===== src/rtl/switch_debouncer.sv =====
// switch_debouncer: synchronizes a raw bouncing switch and commits a clean level
// after STABLE_CYCLES consecutive agreeing samples. Also emits registered
// rise/fall pulses and a saturating count of aborted transitions.
module switch_debouncer #(
  parameter int unsigned STABLE_CYCLES = 4,
  parameter int unsigned GLITCH_W      = 8
) (
  input  logic                input_clock1_1,
  input  logic                input_reset2_2,
  input  logic                input_switch3_3,
  output logic                output_level_0_4,
  output logic                output_rise_0_5,
  output logic                output_fall_0_6,
  output logic [GLITCH_W-1:0] output_glitch_0_7
);

  localparam int unsigned CNT_W = $clog2(STABLE_CYCLES + 1);
  localparam logic [CNT_W-1:0]    CNT_LAST   = CNT_W'(STABLE_CYCLES - 1);
  localparam logic [CNT_W-1:0]    CNT_ONE    = CNT_W'(1);
  localparam logic [GLITCH_W-1:0] GLITCH_MAX = '1;

  typedef enum logic [1:0] {
    IDLE_LOW   = 2'd0,
    CHECK_HIGH = 2'd1,
    IDLE_HIGH  = 2'd2,
    CHECK_LOW  = 2'd3
  } state_e;

  logic                sync1_q;
  logic                s_q;
  state_e              state_q;
  logic [CNT_W-1:0]    cnt_q;
  logic                level_q;
  logic                rise_q;
  logic                fall_q;
  logic [GLITCH_W-1:0] glitch_q;

  // Saturating increment value for the glitch counter.
  logic [GLITCH_W-1:0] glitch_inc_c;
  assign glitch_inc_c = (glitch_q == GLITCH_MAX) ? glitch_q : glitch_q + GLITCH_W'(1);

  // Two-flop synchronizer; the FSM only ever looks at s_q.
  always_ff @(posedge input_clock1_1) begin
    if (input_reset2_2) begin
      sync1_q <= 1'b0;
      s_q     <= 1'b0;
    end else begin
      sync1_q <= input_switch3_3;
      s_q     <= sync1_q;
    end
  end

  // Debounce FSM: level, pulses and glitch count are all registered here.
  always_ff @(posedge input_clock1_1) begin
    if (input_reset2_2) begin
      state_q  <= IDLE_LOW;
      cnt_q    <= '0;
      level_q  <= 1'b0;
      rise_q   <= 1'b0;
      fall_q   <= 1'b0;
      glitch_q <= '0;
    end else begin
      rise_q <= 1'b0;
      fall_q <= 1'b0;
      unique case (state_q)
        IDLE_LOW: begin
          if (s_q) begin
            state_q <= CHECK_HIGH;
            cnt_q   <= CNT_ONE;
          end
        end
        CHECK_HIGH: begin
          if (!s_q) begin
            state_q  <= IDLE_LOW;
            glitch_q <= glitch_inc_c;
          end else if (cnt_q == CNT_LAST) begin
            state_q <= IDLE_HIGH;
            level_q <= 1'b1;
            rise_q  <= 1'b1;
          end else begin
            cnt_q <= cnt_q + CNT_ONE;
          end
        end
        IDLE_HIGH: begin
          if (!s_q) begin
            state_q <= CHECK_LOW;
            cnt_q   <= CNT_ONE;
          end
        end
        CHECK_LOW: begin
          if (s_q) begin
            state_q  <= IDLE_HIGH;
            glitch_q <= glitch_inc_c;
          end else if (cnt_q == CNT_LAST) begin
            state_q <= IDLE_LOW;
            level_q <= 1'b0;
            fall_q  <= 1'b1;
          end else begin
            cnt_q <= cnt_q + CNT_ONE;
          end
        end
        default: state_q <= IDLE_LOW;
      endcase
    end
  end

  assign output_level_0_4  = level_q;
  assign output_rise_0_5   = rise_q;
  assign output_fall_0_6   = fall_q;
  assign output_glitch_0_7 = glitch_q;

endmodule


===== config.mk =====
export PLATFORM = sky130hd
export DESIGN_NAME = switch_debouncer
export DESIGN_NICKNAME = d
export VERILOG_FILES = /design/src/rtl/switch_debouncer.sv
export SDC_FILE = /design/constraint.sdc
export NUM_CORES = 1
export LEC_CHECK = 0
export BUFFER_PORTS_ARGS = -buffer_cell sky130_fd_sc_hd__buf_4
export CORE_UTILIZATION = 30
export CTS_CLUSTER_DIAMETER = 200
export CTS_CLUSTER_SIZE = 28
export DETAILED_ROUTE_END_ITERATION = 12
export PLACE_DENSITY = 0.53
export SETUP_SLACK_MARGIN = 0.2
export SLEW_MARGIN = 20
export SYNTH_ARGS = -nofsm -noshare
export SYNTH_HDL_FRONTEND = slang
export SYNTH_SLANG_ARGS = --single-unit
export TNS_END_PERCENT = 20

===== constraint.sdc =====
create_clock -name input_clock1_1 -period 3.1 [get_ports input_clock1_1]
set_clock_uncertainty 0.15 [all_clocks]
set_input_delay 0.465 -clock input_clock1_1 [delete_from_list [all_inputs] [get_ports input_clock1_1]]
set_output_delay 0.465 -clock input_clock1_1 [all_outputs]
set_load 0.01 [all_outputs]

==> metrics.md, run 1 <==
| Metric | Value |
|---|---|
| Status | finished clean |
| Arrival time at the worst endpoint | 1.79 ns |
| Final Cycle Share | 55.16% |
| FF+latch count, synth | 18 |
| Initial DRC Count | 2 |
| Placed insts | 119 |
| Synth cell count leaders | dfxtp_1, nor2_1, nand2_1 |
| Family with the most delay on the worst path | simple AND/OR/NAND/NOR gates |
| Worst Max-Slew Pin Slew | 0.3507 ns |
| DRC viols | 0 |
| Startpoint types | flop |
| Post-synth EDFFs | 0 |
| Max Freq | 584.8 MHz |
| Synth-to-Final Area Change | 20.62% |
| Reg2reg end | cnt_q[2]$_SDFFE_PP0P_ |
| Async SR Flop Fraction | 0% |
| Die area | 2754 um^2 |
| Total congestion overflow | 0 |
| Hold path cells | 2 |
| Layout cells sized above 1 | 24.21% |
| Total CTS buffers | 3 |
| Synth top area share | 47.14% |
| Die width | 52.48 um |
| Pins over their slew limit | 0 |
| Crit-path max FO | 6 |
| CP Data Required Time | 3.18 ns |
| Port bufs | 13 |
| First-pass GRT wire length | 2456 um |
| Pre-antenna DRT Iters | 4 |
| Core area | 2297 um^2 |
| Slowest Stage Delay on Critical Path | 0.34 ns |
| Worst R2R Path Depth | 6 |
| Fin util | 40.14% |
| Final Setup Violations | 0 |
| CP most frequent cell | ha_1 |
| Cell row count | 17 |
| CTS sink count | 18 |
| Clock tree buffer depth | 2 |
| Max Cap Viol | 0 |
| DR vias | 619 |
| CP endpoint kind | flop |
| Bufs and invs on worst path | 0 |
| HP Start | input_switch3_3 |
| Final ANT Viol Nets | 0 |
| LEAKAGE | 0.3833 nW |
| H-tree depth | 1 |
| FF+latch area | 360.3 um^2 |
| Initial antenna violation count | 0 |
| Post-Synthesis Cell Area | 764.5 um^2 |
| Slowest-stage cell, CP | dfxtp_1 |
| WS Path Type | reg -> reg |
| HP Class | in -> reg |
| Reg clk slew, reported paths | 0.10 ns |
| Num ports | 14 |
| Area contributors post-synth | dfxtp_1, ha_1, nor2_1 |
| Hold endpoint | sync1_q$_SDFF_PP0_ |
| R2R Path Start | cnt_q[0]$_SDFFE_PP0P_ |
| Post-CTS sizing | 0 |
| TNS Setup | 0 ns |
| # fillers | 249 |
| RSZ-0062 raised after global routing | no |
| HPWL after detailed placement | 1009 um |
| Primary FF master, synth | dfxtp_1 |
| Pin count of the biggest net entering global routing | 20 |
| Antenna diodes | 0 |
| Initial Util | 33.28% |
| Die Y | 52.48 um |
| Register area share after synthesis | 47.14% |
| Largest area contributor in the netlist | dfxtp_1 |
| Most numerous cell in the Yosys netlist | dfxtp_1 |
| DR WL/cell | 11.69 um |
| Worst skew pair latency | 0.29 ns |
| Routed WL | 1438 um |
| Min Tclk post-route | 1.710 ns |
| Synth Instances | 81 |
| VDD IR max | 0.2567 mV |
| Non-Filler Instances | 123 |
| Gr usage total | 12.55% |
| Yosys warnings | 0 |
| Netlist cell types | 29 |
| Cts-stage hold buffer count | 0 |
| Final hold vios | 0 |
| Multi-input gate area | 381.6 um^2 |
| Vias in the first global route | 582 |
| Root Driver | clkbuf_4 |
| Via density | 5.033 |
| Global placer's final weighted congestion | 0.7652 |
| Final #Nets | 102 |
| Slew HR | 76.41% |
| Power Dens Cells | 434.4 nW/um^2 |
| Reg2reg setup slack | 1.39 ns |
| Syn nets | 87 |
| CP Cell Sequence | ha_1 > ha_1 > nand2_1 > nand2_2 > or3_1 > a21oi_2 |
| CTS tree | yes |
| Syn avg cell area | 9.438 um^2 |
| Post-CTS Setup Bufs | 0 |
==> through the flow <==
| stage | power [mW] | worst slack, ns | instance area (um^2) | hold WS (ns) |
|---|---|---|---|---|
| 6_report | 0.4005 | 1.390 | 922.1 | 0.2328 |
| 5_1_grt | 0.4233 | 1.318 | 922.1 | 0.2181 |
| 4_1_cts | 0.4080 | 1.376 | 922.1 | 0.2219 |
| 3_5_place_dp | 0.2634 | 1.400 | 885.9 | 0.2768 |
| 3_3_place_gp | 0.2630 | 1.438 | 885.9 | 0.2654 |
| 2_1_floorplan | 0.2564 | 1.465 | 764.5 | 0.2638 |
==> sequential cells by signal, indices dropped and copies added, names as in the netlist, named ones only <==
name               count
output_glitch_0_7      8
s_q                    1
output_rise_0_5        1
cnt_q                  3
sync1_q                1
output_level_0_4       1
output_fall_0_6        1
state_q                1
==> cell families (layout without fill, tap and decap cells) <==
kind of cell	Yosys count	in the layout	share of synthesized area [%]
mux	3	3	4.092
fa+ha+maj	3	3	4.911
compound gates	15	15	13.75
xor+xnor	3	3	4.420
flops	18	18	47.14
simple gates	33	33	22.75
buf+inv	6	20	2.946
==> area by class of cell <==
cell class	instances	area share (%)
multi-input cells	57	41.38
clock buffers	4	3.935
repair buffers	13	10.58
inverters	3	1.221
well taps	28	3.799
flip-flops and latches	18	39.08
==> worst max-delay path by stage <==
| stage | start | endpoint | slack [ns] | cells past startpoint |
|---|---|---|---|---|
| after detailed placement | cnt_q[0]$_SDFFE_PP0P_ | cnt_q[2]$_SDFFE_PP0P_ | 1.40 | 6 |
| after global routing | cnt_q[0]$_SDFFE_PP0P_ | cnt_q[2]$_SDFFE_PP0P_ | 1.32 | 6 |
| after global placement | output_glitch_0_7[0]$_SDFFE_PP0P_ | output_glitch_0_7[1]$_SDFFE_PP0P_ | 1.44 | 5 |
| after CTS | cnt_q[0]$_SDFFE_PP0P_ | cnt_q[2]$_SDFFE_PP0P_ | 1.38 | 6 |
| final | cnt_q[0]$_SDFFE_PP0P_ | cnt_q[2]$_SDFFE_PP0P_ | 1.39 | 6 |
| after floorplan | output_glitch_0_7[0]$_SDFFE_PP0P_ | output_glitch_0_7[1]$_SDFFE_PP0P_ | 1.47 | 5 |
==> where the power goes <==
group | internal (mW) | switching [mW]
Sequential | 0.235 | 0.00348
Combinational | 0.00928 | 0.00979
Clock | 0.0715 | 0.0713
Total | 0.316 | 0.0845
==> layout by cell type (no fill, tap or decap), drive strengths merged, types with 2 or more instances in the layout <==
master,instances
clkbuf,4
inv,3
nor4b,2
o21bai,2
mux2i,2
ha,3
nand3,3
nand4,4
dfxtp,18
nor2,8
a31oi,4
a21oi,4
nand2,8
nor2b,3
and3,2
xor2,2
buf,13
==> per-layer routing <==
metal,vias to the layer above,share of wire (%),track usage [%]
met5,-,0,0
met4,0,0,3.509
met3,0,4.2,6.087
met2,10,48,20.89
met1,291,47,14.08
li1,318,-,-
Power figures use the tool's default switching activity.
==> run 2: changes to the inputs <==
--- a/config.mk
+++ b/config.mk
@@ -5,12 +5,14 @@
 export SDC_FILE = /design/constraint.sdc
 export NUM_CORES = 1
 export LEC_CHECK = 0
+export ABC_AREA = 1
 export BUFFER_PORTS_ARGS = -buffer_cell sky130_fd_sc_hd__buf_4
+export CORE_ASPECT_RATIO = 2
 export CORE_UTILIZATION = 30
 export CTS_CLUSTER_DIAMETER = 200
 export CTS_CLUSTER_SIZE = 28
 export DETAILED_ROUTE_END_ITERATION = 12
-export PLACE_DENSITY = 0.53
+export PLACE_DENSITY = 0.54
 export SETUP_SLACK_MARGIN = 0.2
 export SLEW_MARGIN = 20
 export SYNTH_ARGS = -nofsm -noshare
==> constraint.sdc (replaced) <==
create_clock -name input_clock1_1 -period 1.56 [get_ports input_clock1_1]
set_clock_uncertainty 0.15 [all_clocks]
set_input_delay 0.234 -clock input_clock1_1 [delete_from_list [all_inputs] [get_ports input_clock1_1]]
set_output_delay 0.234 -clock input_clock1_1 [all_outputs]
set_load 0.01 [all_outputs]
==> run 2 against run 1 <==
  * Sequential share of layout area is 8.8 points lower
  * Global-route usage is 2.1 points higher
  * First-iteration DRC count grew to 4.5 times the previous value
  * Via count is 37% higher
  * Worst setup slack worse by 1.2 ns
  * Synthesized cell count is 57% higher
  * Clock power grew to 2.7 times the previous value
  * Count of clock-buffer cells in the layout stayed put
  * Routed wire length is 42% higher
  * Register-to-register slack worse by 1.2 ns
  * Area after synthesis is 21% higher
  * Largest cell class unchanged
  * Largest power group unchanged
==> metrics.md, run 2 <==
| Metric | Value |
|---|---|
| Status | finished clean (unchanged) |
| Global placer's final weighted congestion | 0.7695 (was 0.7652) |
| HP Class | in -> reg (unchanged) |
| Cell row count | 28 (was 17) |
| First-pass GRT wire length | 3298 um (was 2456 um) |
| H-tree depth | 1 (unchanged) |
| Final ANT Viol Nets | 0 (unchanged) |
| DR vias | 848 (was 619) |
| WS Path Type | reg -> reg (unchanged) |
| Final Cycle Share | 87.18% (was 55.16%) |
| HP Start | input_switch3_3 (unchanged) |
| Placed insts | 169 (was 119) |
| Reg2reg end | cnt_q[2]$_SDFFE_PP0P_ (unchanged) |
| Async SR Flop Fraction | 0% (unchanged) |
| Primary FF master, synth | dfxtp_1 (unchanged) |
| Syn avg cell area | 7.271 um^2 (was 9.438 um^2) |
| LEAKAGE | 0.5972 nW (was 0.3833 nW) |
| Synth-to-Final Area Change | 32.79% (was 20.62%) |
| Synth top area share | 39.02% (was 47.14%) |
| Die width | 41.23 um (was 52.48 um) |
| Min Tclk post-route | 1.360 ns (was 1.710 ns) |
| Pins over their slew limit | 0 (unchanged) |
| Most frequent cells in the layout | nand2_1, nor2_1, buf_4, inv_1, dfxtp_1 (was dfxtp_1, buf_4, nor2_1, nand2_1) |
| Antenna diodes | 0 (unchanged) |
| Port bufs | 13 (unchanged) |
| Largest family of logic cells by synthesized area | simple AND/OR/NAND/NOR gates (unchanged) |
| Cts-stage hold buffer count | 0 (unchanged) |
| TNS Setup | 0 ns (unchanged) |
| Clock tree buffer depth | 2 (unchanged) |
| Post-synthesis mux area share | 0% (was 4.092%) |
| Worst skew pair latency | 0.26 ns (was 0.29 ns) |
| Post-synthesis adder-cell area fraction | 4.065% (was 4.910%) |
| R2R Path Start | cnt_q[0]$_SDFFE_PP0P_ (unchanged) |
| Non-Filler Instances | 179 (was 123) |
| Initial Util | 31.38% (was 33.28%) |
| Num ports | 14 (unchanged) |
| Reg2reg setup slack | 0.20 ns (was 1.39 ns) |
| Worst R2R Path Depth | 8 (was 6) |
| Largest area contributor in the netlist | dfxtp_1 (unchanged) |
| Total CTS buffers | 3 (unchanged) |
| DRC viols | 0 (unchanged) |
| Initial antenna violation count | 0 (unchanged) |
| Synth cell count leaders | nand2_1, nor2_1, dfxtp_1 (was dfxtp_1, nor2_1, nand2_1) |
| Routed WL | 2040 um (was 1438 um) |
| Yosys warnings | 0 (unchanged) |
| Synth Area in Compound Gates | 9.756% (was 13.75%) |
| Max FFs per register | 8 (unchanged) |
| Startpoint types | flop (unchanged) |
| CP endpoint kind | flop (unchanged) |
| VDD IR max | 0.5218 mV (was 0.2567 mV) |
| Simple-Gate Fraction of Synth Area | 38.48% (was 22.75%) |
| Overall Power | 917.6 uW (was 400.5 uW) |
| Netlist cell types | 21 (was 29) |
| CP Data Required Time | 1.57 ns (was 3.18 ns) |
| DR WL/cell | 11.40 um (was 11.69 um) |
| Root Driver | clkbuf_8 (was clkbuf_4) |
| CTS sink count | 18 (unchanged) |
| Hold path cells | 3 (was 2) |
| Via density | 4.737 (was 5.033) |
| RSZ-0062 raised after global routing | yes (was no) |
| Crit-path max FO | 4 (was 6) |
| Post-synth EDFFs | 0 (unchanged) |
| Pin count of the biggest net entering global routing | 11 (was 20) |
| Vias in the first global route | 785 (was 582) |
| Final #Nets | 156 (was 102) |
| Final Setup Violations | 0 (unchanged) |
| Total congestion overflow | 0 (unchanged) |
| FF+latch count, synth | 18 (unchanged) |
| Most numerous cell in the Yosys netlist | nand2_1 (was dfxtp_1) |
| Most common cell after layout, fill and taps aside | nand2_1 (was dfxtp_1) |
| Syn nets | 133 (was 87) |
| Max Freq | 735.3 MHz (was 584.8 MHz) |
| Die Y | 80.46 um (was 52.48 um) |
| Core area | 2943 um^2 (was 2297 um^2) |
| Gr usage total | 14.63% (was 12.55%) |
| Final hold vios | 0 (unchanged) |
| HPWL after detailed placement | 1429 um (was 1009 um) |
| Register area share after synthesis | 39.02% (was 47.14%) |
| Arrival time at the worst endpoint | 1.37 ns (was 1.79 ns) |
| Worst Max-Slew Pin Slew | 0.3089 ns (was 0.3507 ns) |
| Hold endpoint | sync1_q$_SDFF_PP0_ (unchanged) |
| Synth Area in XOR/XNOR | 0% (was 4.419%) |
| Area contributors post-synth | dfxtp_1, nand2_1, nor2_1 (was dfxtp_1, ha_1, nor2_1) |
| CTS tree | yes (unchanged) |
| Initial DRC Count | 9 (was 2) |
| Layout cells sized above 1 | 37.58% (was 24.21%) |
| Max Cap Viol | 0 (unchanged) |
| Synth Instances | 127 (was 81) |
| Die area | 3317 um^2 (was 2754 um^2) |
| Reg clk slew, reported paths | 0.07 ns (was 0.10 ns) |
| Post-Synthesis Cell Area | 923.4 um^2 (was 764.5 um^2) |
| Slew HR | 79.38% (was 76.41%) |
| Pre-antenna DRT Iters | 4 (unchanged) |
| Power Dens Cells | 748.3 nW/um^2 (was 434.4 nW/um^2) |
## run 2: cell types whose count changed in the layout (fill, tap and decap cells not counted), moves of 4 or more
cell / before / now
nand2_1: 7 / 25
nor2_1: 8 / 21
inv_1: 3 / 15
dfxtp_1: 18 / 11
dfxtp_2: 0 / 6
buf_4: 13 / 18
a21oi_1: 3 / 7
a31oi_1: 4 / 0
inv_2: 0 / 4
nand2_4: 0 / 4
nor2_2: 0 / 4
## run 2: cells by family (layout without fill, tap and decap cells)
| group | count (synthesis) | count (layout) |
|---|---|---|
| AOI/OAI and AO/OA | 15 | 16 |
| adders and majority gates | 3 | 3 |
| buffers and inverters | 21 | 42 |
| DFF | 18 | 18 |
| and+or+nand+nor | 70 | 70 |
## run 2: where the power goes
| part | internal [mW] | switching [mW] | leakage [nW] |
|---|---|---|---|
| Clock | 0.225 | 0.167 | 0.0288 |
| Sequential | 0.466 | 0.00680 | 0.150 |
| Combinational | 0.0224 | 0.0308 | 0.419 |
| Total | 0.713 | 0.204 | 0.597 |
## run 2: worst max path at each step
stage               cells past startpoint             startpoint  slack, ns                    end
floorplan                               8  cnt_q[0]$_SDFFE_PP0P_       0.20  cnt_q[2]$_SDFFE_PP0P_
global placement                        8  cnt_q[0]$_SDFFE_PP0P_       0.10  cnt_q[2]$_SDFFE_PP0P_
detailed placement                      8  cnt_q[0]$_SDFFE_PP0P_       0.09  cnt_q[2]$_SDFFE_PP0P_
CTS                                     8  cnt_q[0]$_SDFFE_PP0P_       0.18  cnt_q[2]$_SDFFE_PP0P_
global route                            7  cnt_q[1]$_SDFFE_PP0P_       0.12  cnt_q[2]$_SDFFE_PP0P_
finish                                  8  cnt_q[0]$_SDFFE_PP0P_       0.20  cnt_q[2]$_SDFFE_PP0P_
## run 2: final cells by class
type,count,area [um^2]
fillers,318,1717
multi-input cells,89,550.5
flip-flops and latches,18,371.6
repair buffers,18,135.1
inverters,20,76.32
clock buffers,4,55.05
well taps,30,37.54
## run 2: routing by layer
metal	routed length [um]	vias to the layer above	share of wire, %	GRT usage, %
met5	0	-	0	0
met4	42	0	2.1	7.742
met3	55	5	2.7	3.591
met2	1173	16	57	24.53
met1	768	388	38	15.37
li1	-	439	-	-
## run 2: what timing repair did
action                     4_1_cts  5_1_grt
setup endpoints to repair       13       16
buffers inserted                 3        2
resized for setup               11       11
pin swaps                        3        3
cloned                           1        0
## run 2: stage by stage
step / area (um^2) / hold WS, ns / util [%] / worst slack [ns]
2_1_floorplan: 928.4 / 0.1910 / - / 0.1984
3_3_place_gp: 1060 / 0.2413 / 36.01 / 0.1006
3_5_place_dp: 1060 / 0.2451 / 36.01 / 0.08747
4_1_cts: 1182 / 0.02748 / 40.18 / 0.1788
5_1_grt: 1226 / 0.05163 / 41.67 / 0.1217
6_report: 1226 / 0.02649 / 41.67 / 0.2000
## run 2: worst max-delay path, cell delays in order, from the launching register on
cell     delay, ns
dfxtp_2       0.32
ha_1          0.19
ha_2          0.19
nand2_4       0.09
nand2_4       0.07
inv_2         0.06
o21ai_0       0.07
o21ai_0       0.07
nor2_1        0.05
